===== src/rtl/pau_recip_seq.sv =====
// pau_recip_seq: sequential reciprocal unit for a normalized Q1.15 divisor.
// A seed from an external table is refined by ITERS Newton-Raphson steps
// x' = x * (2 - d*x). One shared 16x17 multiplier forms one product per cycle.
//
// Handshake rule (both ports): a transfer happens on a rising edge where
// valid && ready are both high; the producer holds valid and its payload
// stable until that edge, and ready does not depend on valid.
//
// Optional build macro: PAU_RECIP_ROUND_EN selects round-half-up of the
// refined estimate; left undefined, the estimate is truncated.
module pau_recip_seq #(
   parameter int ITERS = 2,
   parameter int ID_W  = 3
) (
   input  logic            clk,
   input  logic            rst_n,
   input  logic            in_valid,
   output logic            in_ready,
   input  logic [15:0]     in_mant,
   input  logic [ID_W-1:0] in_id,
   output logic [7:0]      rom_addr,
   input  logic [8:0]      rom_data,
   output logic            out_valid,
   input  logic            out_ready,
   output logic [15:0]     out_recip,
   output logic [ID_W-1:0] out_id,
   output logic            out_err,
   output logic            busy,
   output logic [2:0]      dbg_state
);

   typedef enum logic [2:0] {
      S_IDLE = 3'd0,
      S_SEED = 3'd1,
      S_MUL1 = 3'd2,
      S_MUL2 = 3'd3,
      S_DONE = 3'd4
   } state_t;

   localparam logic [2:0] ITERS_L = 3'(ITERS);

`ifdef PAU_RECIP_ROUND_EN
   // Adding half an output LSB before the shift gives round-half-up.
   localparam logic [32:0] ROUND_ADD = 33'h0_0000_4000;
`else
   localparam logic [32:0] ROUND_ADD = 33'h0_0000_0000;
`endif

   state_t          state_q, state_d;
   logic [15:0]     d_q, d_d;
   logic [ID_W-1:0] id_q, id_d;
   logic [1:0]      cnt_q, cnt_d;
   logic [15:0]     x_q, x_d;
   logic [16:0]     t_q, t_d;
   logic            err_q, err_d;

   logic [16:0]     e_val;
   logic [16:0]     mul_b;
   logic [32:0]     prod;
   logic [17:0]     q_hi;
   logic [15:0]     x_new;
   logic [2:0]      cnt_inc;

   // Shared multiplier: x*d in MUL1, x*(2 - d*x) in MUL2, plus the Newton update.
   always_comb begin
      e_val = 17'h10000 - t_q;
      mul_b = (state_q == S_MUL2) ? e_val : {1'b0, d_q};
      prod  = 33'(x_q) * 33'(mul_b);
      // q[32:15] (+ q[14] when rounding); anything above 1.0 saturates.
      q_hi  = 18'((prod + ROUND_ADD) >> 15);
      if (q_hi > 18'h08000) begin
         x_new = 16'h8000;
      end else begin
         x_new = q_hi[15:0];
      end
      cnt_inc = {1'b0, cnt_q} + 3'd1;
   end

   // Next-state and datapath register updates.
   always_comb begin
      state_d = state_q;
      d_d     = d_q;
      id_d    = id_q;
      cnt_d   = cnt_q;
      x_d     = x_q;
      t_d     = t_q;
      err_d   = err_q;
      case (state_q)
         S_IDLE: begin
            if (in_valid) begin
               d_d   = in_mant;
               id_d  = in_id;
               cnt_d = 2'd0;
               if (in_mant[15]) begin
                  err_d   = 1'b0;
                  state_d = S_SEED;
               end else begin
                  err_d   = 1'b1;
                  x_d     = 16'h0000;
                  state_d = S_DONE;
               end
            end
         end
         S_SEED: begin
            x_d     = {rom_data, 6'b0};
            state_d = (ITERS_L == 3'd0) ? S_DONE : S_MUL1;
         end
         S_MUL1: begin
            t_d     = prod[31:15];
            state_d = S_MUL2;
         end
         S_MUL2: begin
            x_d     = x_new;
            cnt_d   = cnt_inc[1:0];
            state_d = (cnt_inc < ITERS_L) ? S_MUL1 : S_DONE;
         end
         S_DONE: begin
            if (out_ready) begin
               state_d = S_IDLE;
            end
         end
         default: begin
            state_d = S_IDLE;
         end
      endcase
   end

   // State and datapath registers, cleared asynchronously.
   always_ff @(posedge clk or negedge rst_n) begin
      if (!rst_n) begin
         state_q <= S_IDLE;
         d_q     <= 16'h0000;
         id_q    <= '0;
         cnt_q   <= 2'd0;
         x_q     <= 16'h0000;
         t_q     <= 17'h00000;
         err_q   <= 1'b0;
      end else begin
         state_q <= state_d;
         d_q     <= d_d;
         id_q    <= id_d;
         cnt_q   <= cnt_d;
         x_q     <= x_d;
         t_q     <= t_d;
         err_q   <= err_d;
      end
   end

   // Output decode; result fields read as zero outside DONE.
   always_comb begin
      in_ready  = (state_q == S_IDLE);
      busy      = (state_q != S_IDLE);
      out_valid = (state_q == S_DONE);
      out_recip = out_valid ? x_q : 16'h0000;
      out_id    = out_valid ? id_q : '0;
      out_err   = out_valid & err_q;
      rom_addr  = d_q[14:7];
      dbg_state = state_q;
   end

endmodule


===== config.mk =====
export PLATFORM = sky130hd
export DESIGN_NAME = pau_recip_seq
export DESIGN_NICKNAME = d
export VERILOG_FILES = /design/src/rtl/pau_recip_seq.sv
export SDC_FILE = /design/constraint.sdc
export NUM_CORES = 1
export LEC_CHECK = 0
export CORE_UTILIZATION = 56
export CTS_CLUSTER_DIAMETER = 80
export DETAILED_ROUTE_END_ITERATION = 10
export HOLD_SLACK_MARGIN = 0.12
export PLACE_DENSITY_LB_ADDON = 0.2
export SETUP_SLACK_MARGIN = 0.05
export SLEW_MARGIN = 5
export SYNTH_ARGS = -nofsm -noshare
export SYNTH_HDL_FRONTEND = slang
export SYNTH_SLANG_ARGS = --single-unit

===== constraint.sdc =====
create_clock -name clk -period 10.4 [get_ports clk]
set_input_delay 2.08 -clock clk [delete_from_list [all_inputs] [get_ports clk]]
set_output_delay 2.08 -clock clk [all_outputs]
set_load 0.005 [all_outputs]

==> reports/summary.md <==
* **Detailed Place HPWL** 22900 microns
* **Die X-Extent** 148 microns
* **count of input and output buffers** 65
* **number of cells traversed by the worst register-to-register path** 28
* **I/O pin cnt** 66
* **top cell type by total area after synthesis** fa_1
* **final clock skew** 0.00327 ns
* **number of antenna violations at the first check in global routing** 1
* **number of design-rule violations left by the first detailed-router iteration** 499
* **synthesized instance count** 1397
* **reg2reg setup slack** 1.63 ns
* **Worst EP required** 10.65 ns
* **leading post-synthesis cells by cell area** fa_1 35%, dfrtp_1 12%, ha_1 11%
* **number of nets in the synthesized netlist** 1740
* **share of Yosys cell area claimed by the top area cell type** 34.6%
* **synthesized-area fraction occupied by and/or/nand/nor cells** 21.5%
* **count of H-tree levels built during CTS** 3
* **Slew headroom** 32.3%
* **number of nets in the finished design** 1760
* **top cells by count, synth** 272 x nand2_1, 249 x inv_1, 207 x fa_1, 133 x and2_1, 104 x ha_1
* **signed area change from the synthesized netlist to the final layout** 9.09%
* **Syn Area/Cell** 8.58 sq um
* **flop and latch count out of synthesis** 58
* **global placer's final weighted congestion** 0.943
* **endpoint type of the worst setup path** register
* **Hold-fix buffers, CTS** 0
* **total negative slack** 0 ns
* **capture point of the worst reg-to-reg path** x_q[8]$_DFFE_PN0P_
* **xor/xnor cell area share of the yosys netlist** 2.18%
* **CP dominant cell by count** fa_1
* **Buffers & Inverters on Critical Path** 4
* **clock latency on the worst-skew pair** 0.33 ns
* **CP max FO** 10
* **non-filler cells in the finished layout** 1697
* **origin of the critical flop-to-flop path** t_q[2]$_DFFE_PN0P_
* **DRC violations left** 0
* **antenna diode count** 0
* **category of the critical setup timing path** reg2reg
* **async set-reset flop share out of synthesis** 100%
* **placed cell count** 1681
* **sequential area share after synthesis** 12.1%
* **routed wirelength normalized by instance count** 17.5 microns
* **clock period minus worst slack** 8.77 ns
* **DIE AREA** 22000 sq um
* **number of setup violations in the final report** 0
* **unrepaired setup endpoints after global routing** false
* **number of instances on the worst hold path** 2
* **TritonCTS clock tree** yes
* **count leader, synth** nand2_1
* **number of synthesis warnings** 0
* **CTS sink count** 58
* **global-route usage over all layers** 29.1%
* **EDFF count, synth** 0
* **std cell rows** 53
* **number of global-route vias before repair** 9812
* **endpoint of the worst hold-timing path** id_q[2]$_DFFE_PN0P_
* **PostCTS Resize Cnt** 0
* **CTS buffer count** 9
* **count of buffers added by post-CTS timing repair for setup** 0
* **CTS Root Cell** clkbuf_16
* **sort of element at the start of the critical path** register
* **result of the run** finished clean
* **clock transition at the registers of the reported paths** 0.05 ns
* **Final Slew Violations** 0
* **number of unique standard cell types used by synthesis** 64
* **start point of the worst hold path** id_q[2]$_DFFE_PN0P_
* **wire length of the first global-routing pass** 49900 microns
* **final core utilization** 62.2%
* **complex-gate fraction of the synthesized area** 7.50%
* **worst min path class** reg2reg
* **cell area after layout** 13100 sq um
* **data arrival at the endpoint of the critical path** 9.02 ns
* **final critical-path share of the clock period** 84.4%
* **pin slew with the least headroom to its limit** 1.02 ns
* **Core Box Area** 21000 sq um
* **Fmax achieved** 0.114 GHz
* **adder-cell share of the synthesized area** 45.4%
* **count of antenna-violating nets left after detailed routing** 0
* **post-synth design cell area** 12000 sq um
* **chip height** 148 microns
* **fraction of layout cells with a size suffix above 1** 3.59%
* **maximum number of pins on one net before global-route repair** 59
* **Post-DP Area** 12800 sq um
* **delay-heaviest family, CP** adder cells
* **reported max-cap violation count** 0
* **endpoints failing hold** 0
* **Pre-Repair DR Iteration Count** 4
* **largest family of logic cells by synthesized area** adder cells
* **dominant register cell in the synthesized netlist** dfrtp_1
* **vias after detailed routing** 9414
* **proportion of synthesized area in mux cells** 0.773%
* **leftover overflow at the end of global routing** 0
* **Clock Path Buffers** 2
* **cell with the largest stage delay on the worst path** o21ai_1
* **effective utilization at floorplan** 57.0%
* **aggregate routed wire length** 29700 microns
* **vias per cell** 5.55
* **Max stage delay on crit path** 0.74 ns
## layer usage
metal / GRT usage [%] / up-vias / part of all wire (%)
met5: 0 / - / 0
met4: 9.38 / 0 / 2.6
li1: - / 4341 / -
met3: 2.61 / 55 / 4.7
met1: 39.4 / 4732 / 43
met2: 49.6 / 286 / 49
## worst min-delay path, stage by stage (launching register included)
cell and delay [ns]:
dfrtp_1 0.33, nand2_1 0.05, nand2_1 0.06
## worst max-delay path by stage
| stage | slack, ns | end | startpoint | depth (start not counted) |
|---|---|---|---|---|
| floorplan | 2.40 | x_q[5]$_DFFE_PN0P_ | t_q[2]$_DFFE_PN0P_ | 29 |
| global placement | 1.77 | x_q[3]$_DFFE_PN0P_ | t_q[2]$_DFFE_PN0P_ | 27 |
| detailed placement | 1.63 | x_q[3]$_DFFE_PN0P_ | dbg_state[2]$_DFFE_PN0P_ | 25 |
| CTS | 1.58 | x_q[5]$_DFFE_PN0P_ | dbg_state[2]$_DFFE_PN0P_ | 25 |
| global route | 0.98 | x_q[8]$_DFFE_PN0P_ | t_q[2]$_DFFE_PN0P_ | 28 |
| finish | 1.63 | x_q[8]$_DFFE_PN0P_ | t_q[2]$_DFFE_PN0P_ | 28 |
## logic make-up after synthesis
group / after synthesis
buffers and inverters: 321
flip-flops: 58
adder cells (fa/ha/maj): 311
multiplexers: 7
XOR/XNOR: 29
AND/OR/NAND/NOR: 529
AO/OA/AOI/OAI: 142
## flip-flops by register name (all words and copies together) (netlist names)
signal     count
cnt_q          2
d_q           16
dbg_state      3
err_q          1
id_q           3
t_q           17
x_q           16
## cell type report
| class | instances | area (sq um) |
|---|---|---|
| Sequential cell | 58 | 1450 |
| Timing Repair Buffer | 81 | 766 |
| Inverter | 249 | 935 |
| Fill cell | 1832 | 7950 |
| Clock buffer | 14 | 264 |
| Multi-Input combinational cell | 1018 | 9280 |
| Tap cell | 275 | 344 |
| Clock inverter | 2 | 35.0 |
## stage by stage
| step | hold WS [ns] | worst slack, ns |
|---|---|---|
| floorplan | 0.438 | 2.40 |
| global placement | 0.451 | 1.77 |
| detailed placement | 0.458 | 1.63 |
| CTS | 0.470 | 1.58 |
| global route | 0.501 | 0.985 |
| finish | 0.476 | 1.63 |
## placed cells by master, fill, tap and decap left out, drive strengths merged, types with 14 or more instances in the layout
cell type      synthesis  layout
nand2                273     273
inv                  249     249
fa                   207     207
and2                 133     133
ha                   104     104
clkdlybuf4s50          0      64
dfrtp                 58      58
o21ai                 53      53
a21oi                 38      38
nor2                  34      34
and3                  31      31
buf                   21      17
xnor2                 15      15
xor2                  14      14
clkbuf                51      14
Power is left out: the tool's default activity adds up to more than one toggle a clock period on the data nets, which glitch-free logic cannot reach.
